[config.mk]
export PLATFORM = sky130hd
export DESIGN_NAME = spi_slave_shifter
export DESIGN_NICKNAME = d
export VERILOG_FILES = /design/src/rtl/spi_slave_shifter_pkg.sv /design/src/rtl/spi_sync_edge.sv /design/src/rtl/spi_slave_shifter.sv
export SDC_FILE = /design/constraint.sdc
export NUM_CORES = 1
export LEC_CHECK = 0
export ABC_AREA = 1
export CAP_MARGIN = 10
export CORE_MARGIN = 1.5
export CORE_UTILIZATION = 55
export CTS_BUF_LIST = sky130_fd_sc_hd__clkbuf_2
export DETAILED_ROUTE_END_ITERATION = 16
export GPL_TIMING_DRIVEN = 0
export PLACE_DENSITY = 0.91
export SYNTH_ARGS = -nofsm -noshare
export SYNTH_HDL_FRONTEND = slang
export SYNTH_SLANG_ARGS = --single-unit
[constraint.sdc]
create_clock -name CLK -period 1.5 [get_ports CLK]
set_clock_uncertainty 0.05 [all_clocks]
set_input_delay 0.45 -clock CLK [delete_from_list [all_inputs] [get_ports CLK]]
set_output_delay 0.45 -clock CLK [all_outputs]
set_load 0.005 [all_outputs]
[src/rtl/spi_slave_shifter_pkg.sv]
// Shared constants and state encoding for the SPI slave shifter.
package spi_slave_shifter_pkg;

  localparam int SPI_WORD_BITS   = 8;
  localparam int SPI_SYNC_STAGES = 2;

  // Selected/deselected state of the slave, tracking synchronised _CS.
  typedef enum logic {
    IDLE   = 1'b0,
    ACTIVE = 1'b1
  } spi_state_e;

endpackage

[src/rtl/spi_sync_edge.sv]
// Multi-stage synchroniser for one asynchronous input, followed by a history
// flop for edge detection and registered one-cycle rise/fall pulses.
// Edge pulses are held off until every pipeline stage contains a sample taken
// after reset, so the reset level never produces a phantom edge.
module spi_sync_edge #(
  parameter int   STAGES      = 2,
  parameter logic RESET_LEVEL = 1'b0
) (
  input  logic clk,
  input  logic rst_n,
  input  logic din,
  output logic level,
  output logic rise,
  output logic fall
);

  logic [STAGES-1:0] sync_r;
  logic              hist_r;
  logic [STAGES:0]   fill_r;
  logic              rise_r;
  logic              fall_r;
  logic              armed_s;

  assign armed_s = fill_r[STAGES];

  // Synchroniser chain and history flop, reset to the idle level of the line.
  always_ff @(posedge clk or negedge rst_n) begin
    if (!rst_n) begin
      sync_r <= {STAGES{RESET_LEVEL}};
      hist_r <= RESET_LEVEL;
    end else begin
      sync_r <= {sync_r[STAGES-2:0], din};
      hist_r <= sync_r[STAGES-1];
    end
  end

  // Tracks how far post-reset samples have propagated through the chain.
  always_ff @(posedge clk or negedge rst_n) begin
    if (!rst_n) begin
      fill_r <= {(STAGES+1){1'b0}};
    end else begin
      fill_r <= {fill_r[STAGES-1:0], 1'b1};
    end
  end

  // Registered edge pulses, qualified by a fully refilled pipeline.
  always_ff @(posedge clk or negedge rst_n) begin
    if (!rst_n) begin
      rise_r <= 1'b0;
      fall_r <= 1'b0;
    end else begin
      rise_r <= armed_s & sync_r[STAGES-1] & ~hist_r;
      fall_r <= armed_s & ~sync_r[STAGES-1] & hist_r;
    end
  end

  assign level = hist_r;
  assign rise  = rise_r;
  assign fall  = fall_r;

endmodule

[src/rtl/spi_slave_shifter.sv]
// SPI mode-0 slave shifter: oversamples SCLK/_CS/MOSI on CLK, shifts received
// bits into RxData and presents TxData on MISO MSB first. All outputs are
// registered.
module spi_slave_shifter
  import spi_slave_shifter_pkg::*;
#(
  parameter int SYNC_STAGES = SPI_SYNC_STAGES,
  parameter int WORD_BITS   = SPI_WORD_BITS
) (
  input  logic                 CLK,
  input  logic                 _RST,
  input  logic                 SCLK,
  input  logic                 _CS,
  input  logic                 MOSI,
  output logic                 MISO,
  output logic                 MisoEn,
  input  logic [WORD_BITS-1:0] TxData,
  output logic                 TxLoad,
  output logic [WORD_BITS-1:0] RxData,
  output logic                 RxValid,
  output logic [3:0]           BitCount,
  output logic                 FrameErr
);

  localparam logic [3:0] LAST_BIT = 4'(WORD_BITS - 1);

  logic sclk_level_s, sclk_rise_s, sclk_fall_s;
  logic cs_level_s, cs_rise_s, cs_fall_s;
  logic mosi_s, mosi_rise_s, mosi_fall_s;
  logic unused_s;

  spi_state_e state_r, state_n;

  logic [WORD_BITS-1:0] tx_sh_r, tx_sh_n;
  logic [WORD_BITS-1:0] rx_sh_r, rx_sh_n;
  logic [WORD_BITS-1:0] rx_data_r, rx_data_n;
  logic [WORD_BITS-1:0] rx_word_s;
  logic [3:0]           bit_cnt_r, bit_cnt_n;
  logic                 miso_r, miso_n;
  logic                 miso_en_r;
  logic                 tx_load_r, tx_load_n;
  logic                 rx_valid_r, rx_valid_n;
  logic                 frame_err_r, frame_err_n;

  spi_sync_edge #(.STAGES(SYNC_STAGES), .RESET_LEVEL(1'b0)) u_sync_sclk (
    .clk   (CLK),
    .rst_n (_RST),
    .din   (SCLK),
    .level (sclk_level_s),
    .rise  (sclk_rise_s),
    .fall  (sclk_fall_s)
  );

  spi_sync_edge #(.STAGES(SYNC_STAGES), .RESET_LEVEL(1'b1)) u_sync_cs (
    .clk   (CLK),
    .rst_n (_RST),
    .din   (_CS),
    .level (cs_level_s),
    .rise  (cs_rise_s),
    .fall  (cs_fall_s)
  );

  spi_sync_edge #(.STAGES(SYNC_STAGES), .RESET_LEVEL(1'b0)) u_sync_mosi (
    .clk   (CLK),
    .rst_n (_RST),
    .din   (MOSI),
    .level (mosi_s),
    .rise  (mosi_rise_s),
    .fall  (mosi_fall_s)
  );

  // Only the MOSI level and the SCLK/_CS edges drive behaviour.
  assign unused_s = ^{sclk_level_s, cs_level_s, mosi_rise_s, mosi_fall_s};

  // Received word including the bit arriving on the current SCLK rise.
  assign rx_word_s = {rx_sh_r[WORD_BITS-2:0], mosi_s};

  // FSM state register.
  always_ff @(posedge CLK or negedge _RST) begin
    if (!_RST) begin
      state_r <= IDLE;
    end else begin
      state_r <= state_n;
    end
  end

  // Next-state and datapath decode; deselection has priority over SCLK edges.
  always_comb begin
    state_n     = state_r;
    tx_sh_n     = tx_sh_r;
    rx_sh_n     = rx_sh_r;
    rx_data_n   = rx_data_r;
    bit_cnt_n   = bit_cnt_r;
    miso_n      = miso_r;
    tx_load_n   = 1'b0;
    rx_valid_n  = 1'b0;
    frame_err_n = 1'b0;
    case (state_r)
      IDLE: begin
        if (cs_fall_s) begin
          state_n   = ACTIVE;
          tx_load_n = 1'b1;
          tx_sh_n   = TxData;
          miso_n    = TxData[WORD_BITS-1];
          bit_cnt_n = 4'd0;
          rx_sh_n   = {WORD_BITS{1'b0}};
        end else begin
          miso_n    = 1'b0;
          bit_cnt_n = 4'd0;
        end
      end
      ACTIVE: begin
        if (cs_rise_s) begin
          state_n     = IDLE;
          bit_cnt_n   = 4'd0;
          rx_sh_n     = {WORD_BITS{1'b0}};
          miso_n      = 1'b0;
          frame_err_n = (bit_cnt_r != 4'd0);
        end else if (sclk_rise_s) begin
          rx_sh_n = rx_word_s;
          if (bit_cnt_r == LAST_BIT) begin
            rx_data_n  = rx_word_s;
            rx_valid_n = 1'b1;
            bit_cnt_n  = 4'd0;
          end else begin
            bit_cnt_n = bit_cnt_r + 4'd1;
          end
        end else if (sclk_fall_s) begin
          if (bit_cnt_r != 4'd0) begin
            tx_sh_n = {tx_sh_r[WORD_BITS-2:0], 1'b0};
            miso_n  = tx_sh_r[WORD_BITS-2];
          end else begin
            // Word boundary: fetch the next word for back-to-back transfers.
            tx_load_n = 1'b1;
            tx_sh_n   = TxData;
            miso_n    = TxData[WORD_BITS-1];
          end
        end else begin
          state_n = ACTIVE;
        end
      end
      default: begin
        state_n   = IDLE;
        bit_cnt_n = 4'd0;
        miso_n    = 1'b0;
      end
    endcase
  end

  // Shift registers, counters and registered outputs.
  always_ff @(posedge CLK or negedge _RST) begin
    if (!_RST) begin
      tx_sh_r     <= {WORD_BITS{1'b0}};
      rx_sh_r     <= {WORD_BITS{1'b0}};
      rx_data_r   <= {WORD_BITS{1'b0}};
      bit_cnt_r   <= 4'd0;
      miso_r      <= 1'b0;
      miso_en_r   <= 1'b0;
      tx_load_r   <= 1'b0;
      rx_valid_r  <= 1'b0;
      frame_err_r <= 1'b0;
    end else begin
      tx_sh_r     <= tx_sh_n;
      rx_sh_r     <= rx_sh_n;
      rx_data_r   <= rx_data_n;
      bit_cnt_r   <= bit_cnt_n;
      miso_r      <= miso_n;
      miso_en_r   <= (state_n == ACTIVE);
      tx_load_r   <= tx_load_n;
      rx_valid_r  <= rx_valid_n;
      frame_err_r <= frame_err_n;
    end
  end

  assign MISO     = miso_r;
  assign MisoEn   = miso_en_r;
  assign TxLoad   = tx_load_r;
  assign RxData   = rx_data_r;
  assign RxValid  = rx_valid_r;
  assign BitCount = bit_cnt_r;
  assign FrameErr = frame_err_r;

endmodule
### Word level (Yosys, flattened, before mapping)

Cells that the tools add are included.

* bitwise gates (word level): 14
* eq/ne operators: 8
* reductions and logical operators: 5
* $add $sub $neg: 1
* multiplexer cells: 34

Operators with widths (number)
* 7-bit 2-to-1 mux: 8
* 7-bit case mux with 2 select lines: 2
* 1-bit 2-to-1 mux: 17
* 4-bit 2-to-1 mux: 3
* 1-bit AND: 8
* 4-bit case mux with 2 select lines: 1
* 4-bit AND reduction: 2
* 3-bit by 1-bit inequality test with 1-bit output (second input constant): 2
* 1-bit NOT: 6
* 1-bit case mux with 2 select lines: 3
* 4-bit by 1-bit adder with 4-bit output (second input constant): 1
* 4-bit by 3-bit equality test with 1-bit output (second input constant): 1
* 2-bit by 1-bit inequality test with 1-bit output (second input constant): 2
* 2-bit inequality test (second input constant): 2
* 2-bit AND reduction: 2
* 4-bit nonzero test: 1
* 3-bit by 2-bit inequality test with 1-bit output (second input constant): 1

* word-level logic and storage cells: 83
* input port bits: 13
* register bits: 50

### Depth between registers and ports, before layout

* depth in word-level cells: 6
* depth in mapped cells: 7
* depth with buffers taken out: 7

### Hierarchy

From an unflattened synthesis, not the netlist that was laid out.

* cell total of the unflattened synthesis: 203
* area total of the unflattened synthesis: 2095.8 µm²

Modules (own cells, without submodules)
* spi_slave_shifter: cells an instance 164, instances 1, area each 1435.1 µm², sequential area each 775.7 µm²
* spi_sync_edge (u_sync_mosi ...): cells an instance 13, instances 2, area each 219.0 µm², sequential area each 200.2 µm²
* spi_sync_edge (u_sync_cs): cells an instance 13, instances 1, area each 222.7 µm², sequential area each 203.9 µm²

### Worst setup path before layout

Ideal clock, no wire load.

* path type: reg-to-reg
* start point: reg bit_cnt_r[0], in the netlist BitCount[0]
* end point: reg rx_data_r[4], in the netlist RxData[4]
* arrival time: 1141 ps
* path buffers: 1
* setup slack: 191 ps
* stages on the path, launching flop included: 8
* data required time: 1333 ps
* cells stage by stage: dfrtp_1 -> ha_1 -> nand3_1 -> nor2_1 -> nand2_2 -> buf_6 -> nand2_1 -> o21ai_2

* longest elaborated chain between the ends: 2

RTL lines
* start: declaration: RTL line spi_slave_shifter.sv:38 `logic [3:0] bit_cnt_r, bit_cnt_n;`
* start signal: assignment: RTL line spi_slave_shifter.sv:166 `bit_cnt_r <= bit_cnt_n;`
* 4-bit by 3-bit equality test with 1-bit output: RTL line spi_slave_shifter.sv:121 `if (bit_cnt_r == LAST_BIT) begin`
* 4-bit AND reduction (no source line)
* end signal: assignment: RTL line spi_slave_shifter.sv:155 `rx_data_r <= {WORD_BITS{1'b0}};`
* end signal: assignment: RTL line spi_slave_shifter.sv:165 `rx_data_r <= rx_data_n;`
* end: declaration: RTL line spi_slave_shifter.sv:36 `logic [WORD_BITS-1:0] rx_data_r, rx_data_n;`

Every way passes these cells.
A chain may end at the register's enable or synchronous reset.

### Worst setup path in the final report

* start point: reg bit_cnt_r[2], in the netlist BitCount[2]
* end point: out BitCount[2]

RTL lines
* end: declaration: RTL line spi_slave_shifter.sv:21 `output logic [3:0] BitCount,`

No word-level cell between the ends.

==> load_flow_metrics.sql <==
INSERT INTO impl_metrics (metric_group, metric, value, unit) VALUES
('worst_setup_path', 'kind_of_capture_point_of_the_worst_setup_path', 'output port', ''),
('sta', 'final_hold_viol_count', '0', ''),
('cells_and_area', 'fillerInstances', '229', ''),
('sta', 'rsz0062_at_grt', 'true', ''),
('drt', 'vias', '1428', ''),
('clock_network', 'insertion_delay', '0.41', 'ns'),
('floorplan', 'die_height', '61.4', 'um'),
('drt', 'drcViolationCount', '0', ''),
('floorplan', 'die_area', '0.00377', 'mm2'),
('clock_network', 'cts_buffers', '5', ''),
('grt', 'grt.total_usage', '20.2', '%'),
('yosys', 'synth_cells', '189', ''),
('floorplan', 'dieWidth', '61.4', 'um'),
('sta', 'fin_crit', '1.50', 'ns'),
('floorplan', 'row_count', '21', ''),
('sta', 'maxClockFrequency', '0.669', 'GHz'),
('yosys', 'synth.ff_latch_count', '47', ''),
('floorplan', 'core_region_area', '0.00331', 'mm2'),
('cells_and_area', 'layout-drive-gt1-share', '28.0', '%'),
('clock_network', 'tritoncts', 'done', ''),
('grt', 'antenna_violations_before_repair', '0', ''),
('pwr', 'cell_internal_pwr', '1.70', 'mW'),
('cells_and_area', 'diodes', '0', ''),
('cells_and_area', 'layout_overhead_on_the_synthesized_area', '27.8', '%'),
('flow_run', 'cap_viol_max_count', '0', ''),
('grt', 'maximum_number_of_pins_on_one_net_before_global_route_repair', '44', ''),
('placed_design', 'routabilityCongestion', '0.810', ''),
('worst_setup_path', 'critical_path.n_buffers_inverters', '1', ''),
('sta', 'final_min_period_over_clock_period', '99.7', '%'),
('drt', 'drt_first_iter_violations', '77', ''),
('yosys', 'post_synthesis_instance_area', '0.00188', 'mm2'),
('worst_setup_path', 'max_stage_delay', '0.46', 'ns'),
('clock_network', 'clock_tree.htree_level_count', '2', ''),
('sta', 'drv_slew', '0', ''),
('worst_setup_path', 'timing.critical_path.from_type', 'flip-flop', ''),
('pwr', 'combPwrFrac', '18.7', '%'),
('placed_design', 'numPortBuffers', '29', ''),
('drt', 'drt-wirelength-per-cell', '12.7', 'um'),
('drt', 'tritonroute_pass_1_iters', '4', ''),
('pwr', 'power_density', '999', 'mW/mm2'),
('worst_setup_path', 'worst_path_max_delay_cell', 'dfrtp_2', ''),
('floorplan', 'num_io_pins', '30', ''),
('worst_hold_path', 'hold_class', 'input pin to async pin', ''),
('grt', 'grt_pass1_wl', '5.40', 'mm'),
('cells_and_area', 'layout.nets', '253', ''),
('cells_and_area', 'finish.utilization', '72.5', '%'),
('yosys', 'seq_area_frac_synth', '62.8', '%'),
('run_status', 'run_status', 'finished, final reports clean', ''),
('yosys', 'synthDistinctLibCells', '19', ''),
('clock_network', 'cts.sink_count', '47', ''),
('grt', 'grt_pass1_vias', '1320', ''),
('worst_setup_path', 'timing.setup.critical_path_class', 'flip-flop to output port', ''),
('pwr', 'pwr-share-seq', '60.2', '%'),
('drt', 'via_per_inst', '5.01', ''),
('placed_design', 'dpl.hpwl', '2.27', 'mm'),
('drt', 'finalWirelength', '3.62', 'mm'),
('cells_and_area', 'final_common_cell', 'nand2_1', ''),
('pwr', 'switching_share', '29.0', '%'),
('sta', 'setup_total_negative_slack', '0', 'ns'),
('worst_setup_path', 'cp.required', '1.00', 'ns'),
('clock_network', 'cts-root-to-sink-buffers', '2', ''),
('clock_network', 'cts_root_buf', 'clkbuf_2', ''),
('grt', 'grt-ovfl-total', '0', ''),
('drt', 'antenna_left', '0', ''),
('sta', 'setup_violations', '0', ''),
('cells_and_area', 'layout.cells.most_common_list', 'nand2_1 (44), dfrtp_1 (43), inv_1 (23)', ''),
('cells_and_area', 'post_layout_nonfiller_instances', '285', ''),
('placed_design', 'placed_cells', '265', ''),
('pwr', 'irDropWorstVdd', '0.746', 'mV'),
('pwr', 'cell_leakage_power', '1.23', 'nW'),
('pwr', 'netSwitchingPower', '0.695', 'mW'),
('floorplan', 'initial_utilization', '56.7', '%'),
('yosys', 'synthesis.nets', '204', ''),
('pwr', 'power', '2.40', 'mW'),
('worst_setup_path', 'path_max_fanout', '2', ''),
('yosys', 'synth_warnings', '0', ''),
('clock_network', 'clk_pin_slew_worst_paths', '0.23', 'ns'),
('worst_setup_path', 'crit_chain', 'buf_2', ''),
('pwr', 'clk_pwr_share', '21.1', '%'),
('worst_setup_path', 'cp_top_family', 'flip-flops', ''),
('worst_setup_path', 'worst_ep_arrival_time', '1.00', 'ns'),
('yosys', 'synth.avg_cell_area', '9.94', 'um2');
[per-stage QoR]
stage | hold WS, ns | instance area, um2 | setup slack (ns)
global route | 0.274 | 2400 | -0.0652
detailed placement | 0.233 | 2240 | 0.0217
CTS | 0.292 | 2270 | -0.00440
global placement | 0.282 | 2230 | -1.23
finish | 0.294 | 2400 | 0.00494
floorplan | 0.104 | 1880 | 0.191
[sequential cells by signal, indices dropped and copies added, names as in the netlist, 2 cells and up]
signal / cells
rx_sh_r: 7
RxData: 8
tx_sh_r: 7
u_sync_cs.fill_r: 2
u_sync_mosi.sync_r: 2
BitCount: 4
u_sync_sclk.sync_r: 2
u_sync_cs.sync_r: 2
[power groups by stage]
stage,combinational (mW),clock (mW),sequential [mW]
global placement,0.368,0,1.46
CTS,0.401,0.508,1.44
global route,0.502,0.568,1.46
detailed placement,0.386,0,1.47
floorplan,0.235,0,1.45
finish,0.449,0.506,1.44
[per-layer routing]
layer | global-route usage, % | vias to the layer above | routed length, um
li1 | - | 693 | -
met5 | 0 | - | 0
met2 | 33.7 | 37 | 1830
met4 | 9.73 | 0 | 36
met3 | 5.25 | 5 | 185
met1 | 24.4 | 693 | 1570
[final cells by class]
| class | count | area (um2) | area share, % |
|---|---|---|---|
| sequential | 47 | 1180 | 49.2 |
| multi-input combinational | 115 | 663 | 27.6 |
| timing repair buffer | 42 | 330 | 13.8 |
| inverter | 25 | 98.8 | 4.12 |
| tap | 46 | 57.6 | 2.40 |
| clock buffer | 6 | 30.0 | 1.25 |
| buffer | 2 | 26.3 | 1.09 |
| clock inverter | 2 | 12.5 | 0.521 |
[final timing paths]
path                                                from                            end  slack (ns)  cells after the start
max                              BitCount[2]$_DFFE_PN0P_                    BitCount[2]       0.005                      1
min                                                 _RST        BitCount[2]$_DFFE_PN0P_        0.29                      2
max reg2reg                      BitCount[0]$_DFFE_PN0P_          RxData[2]$_DFFE_PN0P_        0.06                      7
min reg2reg                u_sync_cs.sync_r[0]$_DFF_PN1_  u_sync_cs.sync_r[1]$_DFF_PN1_        0.33                      0
max in group asynchronous                           _RST      u_sync_cs.level$_DFF_PN1_        0.61                      3
min in group CLK           u_sync_cs.sync_r[0]$_DFF_PN1_  u_sync_cs.sync_r[1]$_DFF_PN1_        0.33                      0
[cell usage after synthesis]
cell / n / area, um2
a21oi_1: 2 / 10.0
buf_6: 2 / 22.5
conb_1: 1 / 3.75
dfrtp_1: 44 / 1100
dfstp_2: 3 / 78.8
ha_1: 2 / 25.0
inv_1: 24 / 90.1
inv_2: 1 / 3.75
nand2_1: 46 / 173
nand2_2: 3 / 18.8
nand2_4: 3 / 33.8
nand3_1: 20 / 100
nand3b_1: 5 / 37.5
nand4_1: 2 / 12.5
nor2_1: 12 / 45.0
nor2_2: 1 / 6.26
nor3_1: 1 / 5.00
o21ai_0: 10 / 50.1
o21ai_2: 7 / 61.3
[repair_timing]
action / in CTS / in global routing
setup buffers: 7 / 3
gates resized for setup: 70 / 18
hold buffers: 1 / 0
endpoints found under the hold margin: 4 / 0
setup endpoints to repair: 18 / 35
gates cloned: 0 / 1
pin swaps: 0 / 3
[logic make-up after synthesis]
| logic type | count (synthesis) | share of synthesized area, % |
|---|---|---|
| and+or+nand+nor | 93 | 23.0 |
| AOI/OAI and AO/OA | 19 | 6.46 |
| DFF | 47 | 62.8 |
| buffers and inverters | 27 | 6.20 |
| adders and majority gates | 2 | 1.33 |
| other | 1 | 0.200 |
Note: power is estimated with default switching activity, not from simulation.
